`src/rtl/router_pkg.sv`:
```
// Shared types and helpers for the router packet source: FSM states, header field widths
// and the header packing rule.
package router_pkg;

  localparam int ADDR_W   = 2;
  localparam int LEN_W    = 6;
  localparam int NUM_DEST = 3;
  localparam int HDR_W    = LEN_W + ADDR_W;

  typedef enum logic [2:0] {
    TX_IDLE,
    TX_COLLECT,
    TX_HEADER,
    TX_PAYLOAD,
    TX_PARITY,
    TX_GAP
  } tx_state_e;

  // Header byte carries the payload length above the destination address.
  function automatic logic [HDR_W-1:0] calc_header(input logic [LEN_W-1:0]  len,
                                                   input logic [ADDR_W-1:0] addr);
    return {len, addr};
  endfunction

  function automatic logic addr_legal(input logic [ADDR_W-1:0] addr);
    return int'(addr) < NUM_DEST;
  endfunction

endpackage

```
`src/rtl/router_pkt_tx_buf.sv`:
```
// Payload store for one packet: synchronous FIFO with a combinational head read so the
// oldest byte is visible on the same cycle it becomes the front entry.
module tx_payload_buf #(
  parameter int DATA_W = 8,
  parameter int DEPTH  = 64
) (
  input  logic              clk_i,
  input  logic              rst_ni,
  input  logic              push_i,
  input  logic              pop_i,
  input  logic [DATA_W-1:0] data_i,
  output logic [DATA_W-1:0] head_o,
  output logic              empty_o,
  output logic              full_o
);

  localparam int PTR_W = $clog2(DEPTH);

  logic [DATA_W-1:0] mem_q [DEPTH];
  logic [PTR_W-1:0]  wr_ptr_q, rd_ptr_q;
  logic [PTR_W:0]    count_q;
  logic              do_push, do_pop;

  assign do_push = push_i && !full_o;
  assign do_pop  = pop_i && !empty_o;

  // Pointers wrap naturally at DEPTH; the occupancy count disambiguates full from empty.
  always_ff @(posedge clk_i or negedge rst_ni) begin
    if (!rst_ni) begin
      wr_ptr_q <= '0;
      rd_ptr_q <= '0;
      count_q  <= '0;
    end else begin
      if (do_push) wr_ptr_q <= wr_ptr_q + 1'b1;
      if (do_pop)  rd_ptr_q <= rd_ptr_q + 1'b1;
      case ({do_push, do_pop})
        2'b10:   count_q <= count_q + 1'b1;
        2'b01:   count_q <= count_q - 1'b1;
        default: count_q <= count_q;
      endcase
    end
  end

  always_ff @(posedge clk_i) begin
    if (do_push) mem_q[wr_ptr_q] <= data_i;
  end

  assign head_o  = mem_q[rd_ptr_q];
  assign empty_o = (count_q == '0);
  assign full_o  = (count_q == (PTR_W+1)'(DEPTH));

endmodule

```
`src/rtl/router_pkt_tx.sv`:
```
// Router input-port packet source: buffers a full payload, then sends header, payload and
// parity under router busy back-pressure, followed by an error-sampling gap.
module router_pkt_tx
  import router_pkg::*;
#(
  parameter int DATA_W     = 8,
  parameter int MAX_LEN    = 63,
  parameter int GAP_CYCLES = 2
) (
  input  logic              clk,
  input  logic              rst,
  input  logic              req_valid,
  output logic              req_ready,
  input  logic [ADDR_W-1:0] req_addr,
  input  logic [LEN_W-1:0]  req_len,
  input  logic              pl_valid,
  output logic              pl_ready,
  input  logic [DATA_W-1:0] pl_data,
  input  logic              busy,
  input  logic              err,
  output logic              pkt_valid,
  output logic [DATA_W-1:0] data_out,
  output logic              pkt_done,
  output logic              pkt_err,
  output logic              req_drop
);

  localparam int GAP_W = $clog2(GAP_CYCLES + 1);

  tx_state_e         state_q, state_d;
  logic [LEN_W-1:0]  len_q, len_d;
  logic [LEN_W-1:0]  cnt_q, cnt_d;
  logic [DATA_W-1:0] hdr_q, hdr_d;
  logic [DATA_W-1:0] parity_q, parity_d;
  logic [GAP_W-1:0]  gap_q, gap_d;
  logic              err_acc_q, err_acc_d;
  logic              drop_q, drop_d;

  logic              buf_push, buf_pop, buf_empty, buf_full;
  logic [DATA_W-1:0] buf_head;

  tx_payload_buf #(
    .DATA_W (DATA_W),
    .DEPTH  (MAX_LEN + 1)
  ) u_buf (
    .clk_i   (clk),
    .rst_ni  (rst),
    .push_i  (buf_push),
    .pop_i   (buf_pop),
    .data_i  (pl_data),
    .head_o  (buf_head),
    .empty_o (buf_empty),
    .full_o  (buf_full)
  );

  always_comb begin
    state_d   = state_q;
    len_d     = len_q;
    cnt_d     = cnt_q;
    hdr_d     = hdr_q;
    parity_d  = parity_q;
    gap_d     = gap_q;
    err_acc_d = err_acc_q;
    drop_d    = 1'b0;
    req_ready = 1'b0;
    pl_ready  = 1'b0;
    pkt_valid = 1'b0;
    data_out  = '0;
    pkt_done  = 1'b0;
    pkt_err   = 1'b0;
    buf_push  = 1'b0;
    buf_pop   = 1'b0;

    unique case (state_q)
      TX_IDLE: begin
        req_ready = 1'b1;
        if (req_valid) begin
          if (req_len == '0 || !addr_legal(req_addr) || int'(req_len) > MAX_LEN) begin
            drop_d = 1'b1;
          end else begin
            len_d    = req_len;
            hdr_d    = DATA_W'(calc_header(req_len, req_addr));
            parity_d = DATA_W'(calc_header(req_len, req_addr));
            cnt_d    = '0;
            state_d  = TX_COLLECT;
          end
        end
      end

      // Payload is fully buffered before anything is offered to the router.
      TX_COLLECT: begin
        pl_ready = !buf_full;
        if (pl_valid && !buf_full) begin
          buf_push = 1'b1;
          parity_d = parity_q ^ pl_data;
          cnt_d    = cnt_q + 1'b1;
          if (cnt_q + 1'b1 == len_q) begin
            cnt_d   = '0;
            state_d = TX_HEADER;
          end
        end
      end

      TX_HEADER: begin
        pkt_valid = 1'b1;
        data_out  = hdr_q;
        if (!busy) state_d = TX_PAYLOAD;
      end

      TX_PAYLOAD: begin
        pkt_valid = 1'b1;
        data_out  = buf_head;
        if (!busy) begin
          buf_pop = 1'b1;
          cnt_d   = cnt_q + 1'b1;
          if (cnt_q + 1'b1 == len_q) begin
            cnt_d   = '0;
            state_d = TX_PARITY;
          end
        end
      end

      TX_PARITY: begin
        data_out = parity_q;
        if (!busy) begin
          gap_d     = '0;
          err_acc_d = 1'b0;
          state_d   = TX_GAP;
        end
      end

      // The router flags parity errors a little after the parity byte, so err is
      // collected over the whole gap, including its final cycle.
      TX_GAP: begin
        err_acc_d = err_acc_q | err;
        if (gap_q == GAP_W'(GAP_CYCLES - 1)) begin
          pkt_done = 1'b1;
          pkt_err  = err_acc_q | err;
          state_d  = TX_IDLE;
        end else begin
          gap_d = gap_q + 1'b1;
        end
      end

      default: state_d = TX_IDLE;
    endcase
  end

  always_ff @(posedge clk or negedge rst) begin
    if (!rst) begin
      state_q   <= TX_IDLE;
      len_q     <= '0;
      cnt_q     <= '0;
      hdr_q     <= '0;
      parity_q  <= '0;
      gap_q     <= '0;
      err_acc_q <= 1'b0;
      drop_q    <= 1'b0;
    end else begin
      state_q   <= state_d;
      len_q     <= len_d;
      cnt_q     <= cnt_d;
      hdr_q     <= hdr_d;
      parity_q  <= parity_d;
      gap_q     <= gap_d;
      err_acc_q <= err_acc_d;
      drop_q    <= drop_d;
    end
  end

  assign req_drop = drop_q;

  always_ff @(posedge clk) begin
    if (rst && state_q == TX_GAP && state_d == TX_IDLE) begin
      assert (buf_empty);
    end
  end

endmodule

```
`config.mk`:
```
export PLATFORM = sky130hd
export DESIGN_NAME = router_pkt_tx
export DESIGN_NICKNAME = d
export VERILOG_FILES = /design/src/rtl/router_pkg.sv /design/src/rtl/router_pkt_tx_buf.sv /design/src/rtl/router_pkt_tx.sv
export SDC_FILE = /design/constraint.sdc
export NUM_CORES = 1
export LEC_CHECK = 0
export CAP_MARGIN = 0
export CORE_ASPECT_RATIO = 1.25
export CORE_MARGIN = 2
export CORE_UTILIZATION = 40
export CTS_CLUSTER_SIZE = 24
export DETAILED_ROUTE_END_ITERATION = 7
export PLACE_DENSITY = 0.61
export SKIP_LAST_GASP = 1
export SYNTH_ARGS = -nofsm -noshare
export SYNTH_HDL_FRONTEND = slang
export SYNTH_SLANG_ARGS = --single-unit
export TNS_END_PERCENT = 20
```
`constraint.sdc`:
```
create_clock -name clk -period 3.7 [get_ports clk]
set_clock_uncertainty 0.2 [all_clocks]
set_input_delay 0.74 -clock clk [delete_from_list [all_inputs] [get_ports clk]]
set_output_delay 0.74 -clock clk [all_outputs]
set_load 0.1 [all_outputs]
```
==> out/results.txt, run 1 <==
Syn nets -> 1321
Remaining antenna violation count -> 0
Syn avg cell area -> 17.67 um^2
Syn Inst Count -> 1288
Max Slew Vio Count -> 0
Max-slew headroom -> 21.05%
Min-delay worst type -> in2async
Max cap viols -> 0
Post-route insts no fill -> 2249
Register area share after synthesis -> 72.84%
Clock buffer depth -> 3
Largest net degree at the start of global routing -> 52
CTS root buffer -> clkbuf_16
Final Hold Slack -> 30.41 ps
Vias in the first global route -> 12683
Remaining global-route overflow -> 0
Crit end category -> primary output
Total track usage -> 19.00%
DR DRC count -> 0
H-tree Lvls -> 2
CP most frequent cell -> buf_12
Final Util -> 48.50%
Top cells by area, synth -> edfxtp_1 (68%), mux4_2 (9.0%), dfrtp_1 (5.3%), mux2i_1 (4.4%), nor2_1 (1.3%)
Worst r2r dst -> u_buf.count_q[6]$_DFFE_PN0P_
Slowest-stage cell, CP -> dfrtp_4
Synth Cell Area -> 22760 um^2
Failing checks -> negative setup slack
Initial antenna violation count -> 2
Clock transition at the registers of the reported paths -> 70 ps
Routed Wire Length -> 55.33 mm
IO Pins -> 36
Worst-Skew Late Latency -> 580 ps
Mux share of post-synthesis cell area -> 13.94%
Commonest non-fill, non-tap cell in the layout -> edfxtp_1
First-pass GRT wire length -> 82.86 mm
RR Startpoint -> u_buf.count_q[0]$_DFFE_PN0P_
Fraction of registers with async set/reset -> 8.571%
Hpwl dp -> 34.98 mm
Place WS -> 66.21 ps
Total power -> 20.16 mW
Simple-gate portion of the synthesized area -> 4.431%
Full die area -> 58830 um^2
Synth Area in Compound Gates -> 5.399%
YS warnings -> 0
Vias -> 12387
R2R depth -> 10
Flops & latches, synth -> 560
RSZ-0062 raised after global routing -> yes
Fin crit period -> 3867 ps
Row cnt -> 97
Final hold viol count -> 0
Post-synth top flop -> edfxtp_1
Setup CP Type -> reg2out
Startpoint Class -> register
Setup violators final -> 8
I/O Buffers -> 35
Die Ht -> 270.7 um
Starting Density -> 40.50%
Area Overhead vs Synth -> 19.75%
Status -> complete, but fails checks
Diode count -> 0
DR pass1 iterations -> 5
Adder-Cell Fraction of Synth Area -> 0.6378%
Post-Place Cells -> 2125
Yosys top cell by area -> edfxtp_1
Worst slew pin tran -> 1184 ps
Cells along the critical path -> buf_6 > buf_12 > buf_12 > mux4_2 > mux2i_1 > o21ai_1 > nand3_1 > o211ai_1 > buf_12
Final period util -> 104.5%
Worst path arrival time -> 2930 ps
CTS Buf Count -> 52
Core area -> 56190 um^2
Post-synthesis cell type count -> 57
CTS tree -> yes
Worst Path Max Fanout -> 7
CP required -> 2760 ps
Clock sink total -> 560
Die width -> 217.3 um
Power density relative to cell area -> 739.7 nW/um^2
Number of synthesized flops with an enable pin -> 512
Max Clk Rate -> 0.2586 GHz
Commonest cells after routing, fill and taps aside -> edfxtp_1 (512), buf_4 (133), mux2i_1 (92), mux4_2 (91), nor2_1 (80)
Top cell type's share of synthesized area -> 67.56%
Starting DRC count in detailed routing -> 1114
Pleak -> 9.137 nW
Avg WL per Cell -> 24.60 um
VDD IR max -> 0.4868 mV
Nets@finish -> 1498
Fin worst setup slack -> -167.3 ps
Reg2Reg Setup Slack -> 250 ps
Routed vias/inst -> 5.508
Placer congestion estimate -> 0.8272
Max stage delay on crit path -> 530 ps
Main combinational cell family by area after synthesis -> multiplexers
XOR/XNOR Fraction of Synth Area -> 0.8852%
Fraction of layout cells with a size suffix above 1 -> 27.67%
repair_timing:
action	4_1_cts	5_1_grt
pin swaps	30	3
gates cloned	7	0
gates resized for setup	87	4
setup buffers	22	0
hold buffers	0	0
endpoints found under the setup margin	8	8
through the flow:
step / TNS [ps] / area (um^2)
CTS: -1010 / 27240
floorplan: 0 / 22770
global placement: 0 / 24870
global route: -1662 / 27250
finish: -989.0 / 27250
detailed placement: 0 / 24870
metal layers:
layer | GRT usage [%] | up-vias | wire length (um)
li1 | - | 5524 | -
met1 | 24.50 | 6393 | 22390
met2 | 32.78 | 368 | 28260
met3 | 2.541 | 100 | 2660
met4 | 6.994 | 2 | 2006
met5 | 0 | - | 13
worst max-delay path: cells and delay by family (launching register included):
family | cells | cell delay (ps)
AOI/OAI and AO/OA | 2 | 540
DFF | 1 | 530
muxes | 2 | 390
buffers and inverters | 4 | 670
and+or+nand+nor | 1 | 210
synth_stat cells (all sizes together), types with 5 or more instances:
cell type and number:
inv 18, nand3 37, nand2 37, a21oi 40, xor2 5, dfrtp 48
o21ai 57, mux2i 101, a211oi 16, o211ai 8, nand2b 14, a221oi 7
buf 43, mux4 91, a31oi 5, mux2 10, a22oi 9, edfxtp 512
ha 10, xnor2 18, nor2b 10, o221ai 15, clkbuf 29, o22ai 20
nor2 81
final cells by class:
cell class              count  area, um^2
fillers                  4585       28940
clock buffers              66        1396
inverters                  18       67.56
flip-flops and latches    560       16580
well taps                 742       928.4
clock inverters            30       256.5
multi-input cells         638        6007
repair buffers            195        2011
state kept, by name (all words and copies together), names as in the netlist:
register and flops:
parity_q 8, u_buf.count_q 7, gap_q 2, err_acc_q 1, u_buf.mem_q 512, len_q 5
state_q 3, u_buf.wr_ptr_q 6, u_buf.rd_ptr_q 6, hdr_q 3, req_drop 1, cnt_q 6
where the power goes:
group          internal [mW]  total (mW)  switching [mW]
Clock                   2.95        5.22            2.27
Sequential              7.30        7.63           0.327
Combinational           3.31        7.31            4.00
cells by family after synthesis:
| kind of cell | after synthesis |
|---|---|
| AOI/OAI and AO/OA | 192 |
| and+or+nand+nor | 210 |
| muxes | 202 |
| buffers and inverters | 90 |
| DFF | 560 |
| adders and majority gates | 11 |
| xor gates and xnor gates | 23 |
worst max-delay path by stage:
| stage | start | endpoint | cells past startpoint |
|---|---|---|---|
| floorplan | state_q[1]$_DFFE_PN0P_ | pkt_err | 5 |
| global placement | u_buf.rd_ptr_q[1]$_DFFE_PN0P_ | data_out[4] | 7 |
| detailed placement | u_buf.rd_ptr_q[1]$_DFFE_PN0P_ | data_out[4] | 7 |
| CTS | u_buf.rd_ptr_q[0]$_DFFE_PN0P_ | data_out[5] | 10 |
| global route | u_buf.rd_ptr_q[0]$_DFFE_PN0P_ | data_out[5] | 10 |
| finish | u_buf.rd_ptr_q[0]$_DFFE_PN0P_ | data_out[3] | 9 |
No activity file was read; power rests on OpenSTA's default activity.
==> run 2: changes to the inputs <==
--- a/config.mk
+++ b/config.mk
@@ -13,6 +13,7 @@
 export DETAILED_ROUTE_END_ITERATION = 7
 export PLACE_DENSITY = 0.61
 export SKIP_LAST_GASP = 1
+export SLEW_MARGIN = 30
 export SYNTH_ARGS = -nofsm -noshare
 export SYNTH_HDL_FRONTEND = slang
 export SYNTH_SLANG_ARGS = --single-unit
==> run 2 against run 1 <==
Non-clock buffer count rose by 4. Routed wire length rose by 0.37%. Die area unchanged. Critical path depth decreased by 1. The flow still finishes with violations (negative setup slack).
==> out/results.txt, run 2 (synthesis results as in run 1) <==
Psw -> 6.745 mW
Max cap viols -> 0
Total track usage -> 19.06%
Fraction of layout cells with a size suffix above 1 -> 30.52%
CTS Hold Bufs -> 0
Clock buffer depth -> 3
Worst slew pin tran -> 976.6 ps
DR pass1 iterations -> 5
Setup TNS -> -883.6 ps
Max Clk Rate -> 0.2604 GHz
Row cnt -> 97
VDD IR max -> 0.4897 mV
Crit. Startpoint -> u_buf.rd_ptr_q[0]$_DFFE_PN0P_
Setup violators final -> 8
Max reg flops -> 512
Starting DRC count in detailed routing -> 1190
First-pass GRT wire length -> 82.97 mm
Fin crit period -> 3840 ps
CTS tree -> yes
Startpoint Class -> register
Largest registers -> u_buf.mem_q: 512 flops, parity_q: 8 flops, u_buf.count_q: 7 flops
Vias in the first global route -> 12748
CTS Buf Count -> 52
H-tree Lvls -> 2
Nets@finish -> 1502
Worst path arrival time -> 2900 ps
Post-Place Cells -> 2125
Commonest cells after routing, fill and taps aside -> edfxtp_1 (512), buf_4 (135), mux4_2 (91), nor2_1 (79), mux2i_1 (78)
CP required -> 2760 ps
Met1 GRT Util -> 24.72%
Power share of the combinational group -> 37.2%
Post-route insts no fill -> 2249
Final Util -> 49.00%
DR DRC count -> 0
Vias -> 12460
Worst Path Max Fanout -> 5
Clock sink total -> 560
Area Overhead vs Synth -> 21.00%
Total power -> 20.38 mW
Remaining antenna violation count -> 0
M2 GR Usage -> 32.95%
Commonest non-fill, non-tap cell in the layout -> edfxtp_1
Cells along the critical path -> buf_12 > bufbuf_16 > mux4_2 > mux2i_2 > o21ai_2 > nand3_2 > o211ai_1 > clkbuf_16
Initial antenna violation count -> 1
Fill count -> 4568
Routed vias/inst -> 5.540
Largest net degree at the start of global routing -> 52
Most flops, register -> u_buf.mem_q
Min-delay worst type -> in2async
I/O Buffers -> 35
Slowest-stage cell, CP -> mux4_2
Full die area -> 58830 um^2
Crit end category -> primary output
Worst-Skew Late Latency -> 590 ps
Sw frac -> 33.10%
Placer congestion estimate -> 0.8272
Final period util -> 103.8%
Status -> complete, but fails checks
RR Startpoint -> u_buf.count_q[0]$_DFFE_PN0P_
Met3 GRT Util -> 2.293%
Die Ht -> 270.7 um
Setup CP Type -> reg2out
Routed Wire Length -> 55.54 mm
Core area -> 56190 um^2
Max Slew Vio Count -> 0
IO Pins -> 36
CTS root buffer -> clkbuf_16
Internal Pwr Total -> 13.63 mW
Die width -> 217.3 um
Clock transition at the registers of the reported paths -> 70 ps
Fin worst setup slack -> -139.8 ps
Hpwl dp -> 35.02 mm
Register share of total power -> 37.5%
Max-slew headroom -> 34.69%
Failing checks -> negative setup slack
RSZ-0062 raised after global routing -> yes
Grt peak-use layer -> met2
Power density relative to cell area -> 740.0 nW/um^2
Diode count -> 0
Pleak -> 9.167 nW
Remaining global-route overflow -> 0
Final hold viol count -> 0
Max stage delay on crit path -> 530 ps
Clock Power Share -> 25.4%
Avg WL per Cell -> 24.69 um
Starting Density -> 40.50%
## run 2: cell count changes in the layout (fill, tap and decap cells not counted), sizes merged
cell	before	now
clkinv	23	16
inv	18	22
buf	178	180
clkinvlp	3	5
bufbuf	3	2
## run 2: critical path: cells and delay by family, from the launching register on
family                 cells  cell delay (ps)
AO/OA/AOI/OAI              2              260
buffers and inverters      3              640
flip-flops                 1              480
multiplexers               2              790
AND/OR/NAND/NOR            1              110
## run 2: repair_timing
action                                 in CTS  in global routing
setup endpoints to repair                   8                  8
endpoints found under the hold margin       0                  0
gates cloned                                7                  0
pin swaps                                  28                 12
gates resized for setup                   103                 43
setup buffers                              24                  0
## run 2: cell type report
cell class,count,area [um^2],share of cell area [%]
flip-flops and latches,560,16580,60.23
well taps,742,928.4,3.372
inverters,18,67.56,0.2454
clock buffers,63,1343,4.876
multi-input cells,638,6226,22.61
repair buffers,199,2108,7.657
clock inverters,29,277.8,1.009
## run 2: power by group through the flow
stage               sequential [mW]  combinational, mW  clock (mW)
global placement               7.83               6.15           0
floorplan                      7.59               4.31           0
global route                   7.67               8.01        5.51
CTS                            7.62               7.43        5.26
finish                         7.63               7.57        5.17
detailed placement             7.85               6.22           0
## run 2: path summary, 6_finish.rpt
path	cells after the start	slack, ps	endpoint
max in group asynchronous	2	2600	u_buf.count_q[2]$_DFFE_PN0P_
max	8	-140	data_out[2]
min in group clk	1	300	u_buf.rd_ptr_q[5]$_DFFE_PN0P_
max reg2reg	10	240	u_buf.count_q[6]$_DFFE_PN0P_
min	1	30	hdr_q[1]$_DFFE_PN0P_
min reg2reg	1	300	u_buf.rd_ptr_q[5]$_DFFE_PN0P_
## run 2: through the flow
| step | worst slack (ps) | hold WS, ps | area [um^2] |
|---|---|---|---|
| 3_5_place_dp | 56.60 | 293.6 | 24870 |
| 4_1_cts | -143.7 | 24.39 | 27310 |
| 3_3_place_gp | 97.05 | 289.2 | 24870 |
| 5_1_grt | -249.3 | 79.08 | 27540 |
| 6_report | -139.8 | 27.80 | 27540 |
| 2_1_floorplan | 10.89 | 244.4 | 22770 |
## run 2: metal layers
layer | routed length (um) | part of all wire, %
met4 | 1895 | 3.4
met1 | 22160 | 40
met2 | 28520 | 51
met5 | 13 | 0.023
met3 | 2945 | 5.3
==> run 3: changes to the inputs <==
--- a/config.mk
+++ b/config.mk
@@ -6,14 +6,14 @@
 export NUM_CORES = 1
 export LEC_CHECK = 0
 export CAP_MARGIN = 0
-export CORE_ASPECT_RATIO = 1.25
+export CORE_ASPECT_RATIO = 0.75
 export CORE_MARGIN = 2
 export CORE_UTILIZATION = 40
 export CTS_CLUSTER_SIZE = 24
 export DETAILED_ROUTE_END_ITERATION = 7
 export PLACE_DENSITY = 0.61
 export SKIP_LAST_GASP = 1
-export SLEW_MARGIN = 30
+export SLEW_MARGIN = 20
 export SYNTH_ARGS = -nofsm -noshare
 export SYNTH_HDL_FRONTEND = slang
 export SYNTH_SLANG_ARGS = --single-unit
==> run 3 against run 2 <==
The run still ends with negative setup slack left. Combinational power is 2.6% lower. Final cell count fell by 0.71%. Clock-buffer cell count shrank 2. Sequential power hardly changed. Critical path type unchanged.
==> out/results.txt, run 3 (synthesis results as in run 1) <==
Status -> complete, but fails checks
Max Clk Rate -> 0.2502 GHz
Core area -> 56120 um^2
Max Slew Vio Count -> 0
Post-route insts no fill -> 2233
Fin worst setup slack -> -297.0 ps
Power share of the combinational group -> 35.9%
Commonest cells after routing, fill and taps aside -> edfxtp_1 (512), buf_4 (133), mux4_2 (91), mux2i_1 (89), nor2_1 (80)
Hpwl dp -> 35.30 mm
Clock sink total -> 560
Vias in the first global route -> 12512
Final Util -> 48.76%
Fin crit period -> 3997 ps
First-pass GRT wire length -> 82.74 mm
Fraction of layout cells with a size suffix above 1 -> 28.63%
Max-slew headroom -> 27.53%
I/O Buffers -> 35
Starting Density -> 40.55%
Psw -> 6.694 mW
DR DRC count -> 0
RSZ-0062 raised after global routing -> yes
Worst path arrival time -> 3060 ps
Cells along the critical path -> buf_12 > buf_12 > buf_4 > mux4_2 > mux2i_1 > o21ai_0 > nand3_1 > o211ai_1 > buf_4 > buf_12
VDD IR max -> 0.9463 mV
Largest net degree at the start of global routing -> 52
Clock transition at the registers of the reported paths -> 70 ps
Diode count -> 0
Die Ht -> 210.6 um
Full die area -> 58840 um^2
Largest registers -> u_buf.mem_q: 512 flops, parity_q: 8 flops, u_buf.count_q: 7 flops
Total track usage -> 19.13%
Clock buffer depth -> 3
Final period util -> 108.0%
Post-Place Cells -> 2116
Area Overhead vs Synth -> 20.24%
Failing checks -> negative setup slack
Routed vias/inst -> 5.614
Setup CP Type -> reg2out
WP buf/inv -> 5
Final hold viol count -> 0
CTS root buffer -> clkbuf_16
Pleak -> 9.184 nW
Worst-Skew Late Latency -> 580 ps
Internal Pwr Total -> 13.82 mW
Starting DRC count in detailed routing -> 1450
Max cap viols -> 0
Sw frac -> 32.63%
Avg WL per Cell -> 25.02 um
CTS Buf Count -> 52
Routed Wire Length -> 55.87 mm
CTS tree -> yes
Remaining antenna violation count -> 0
Power density relative to cell area -> 749.9 nW/um^2
Nets@finish -> 1499
Vias -> 12535
Setup violators final -> 8
Max stage delay on crit path -> 510 ps
IO Pins -> 36
Commonest non-fill, non-tap cell in the layout -> edfxtp_1
Initial antenna violation count -> 0
Total power -> 20.52 mW
DR pass1 iterations -> 5
Worst Path Max Fanout -> 10
Max reg flops -> 512
Most flops, register -> u_buf.mem_q
Startpoint Class -> register
Clock Power Share -> 26.9%
Remaining global-route overflow -> 0
Placer congestion estimate -> 0.8407
Crit-path leading delay family -> buffers and inverters
CP most frequent cell -> buf_12
Row cnt -> 75
Crit end category -> primary output
Min-delay worst type -> reg2reg
H-tree Lvls -> 2
Place WS -> 157.6 ps
Worst slew pin tran -> 1087 ps
Final Hold Slack -> 305.2 ps
Register share of total power -> 37.2%
CP required -> 2760 ps
Slowest-stage cell, CP -> dfrtp_4
Die width -> 279.4 um
run 3: timing repair:
action / 4_1_cts / 5_1_grt
resized for setup: 90 / 18
gates cloned: 6 / 0
hold buffers: 1 / 0
hold endpoints to repair: 14 / 0
pin swaps: 20 / 14
endpoints found under the setup margin: 8 / 8
buffers inserted: 14 / 7
run 3: area by class of cell:
cell class	instances	area (um^2)
Tap cell	731	914.6
Inverter	18	67.56
Clock inverter	29	369.1
Fill cell	4672	28750
Multi-Input combinational cell	638	6057
Clock buffer	61	1378
Timing Repair Buffer	196	1991
Sequential cell	560	16590
run 3: worst paths after layout:
path                                          startpoint                            end  slack [ps]  cells past startpoint
hold reg to reg                     hdr_q[0]$_DFFE_PN0P_           hdr_q[0]$_DFFE_PN0P_         310                      1
setup / recovery           u_buf.rd_ptr_q[0]$_DFFE_PN0P_                    data_out[4]        -300                     10
min in group asynchronous                            rst   u_buf.count_q[5]$_DFFE_PN0P_         420                      2
max in group asynchronous                            rst  u_buf.rd_ptr_q[1]$_DFFE_PN0P_        2260                      3
hold / removal                      hdr_q[0]$_DFFE_PN0P_           hdr_q[0]$_DFFE_PN0P_         310                      1
setup reg to reg            u_buf.count_q[0]$_DFFE_PN0P_   u_buf.count_q[5]$_DFFE_PN0P_         310                     11
run 3: stage by stage:
step | TNS, ps | cell area [um^2]
5_1_grt | -2694 | 27360
2_1_floorplan | 0 | 22770
4_1_cts | -1610 | 27280
6_report | -2145 | 27360
3_3_place_gp | 0 | 24860
3_5_place_dp | 0 | 24860
run 3: metal layers:
layer | global-route usage [%] | up-vias | part of all wire (%)
met5 | 0 | - | 0
met4 | 4.352 | 0 | 1.9
met2 | 28.18 | 460 | 44
li1 | - | 5510 | -
met1 | 28.92 | 6492 | 45
met3 | 4.489 | 73 | 8.6
run 3: power by group through the flow:
stage	sequential, mW	combinational (mW)	clock (mW)
floorplan	7.59	4.31	0
global placement	7.79	6.21	0
detailed placement	7.80	6.27	0
CTS	7.62	7.27	5.60
global route	7.68	7.82	5.87
finish	7.63	7.37	5.51
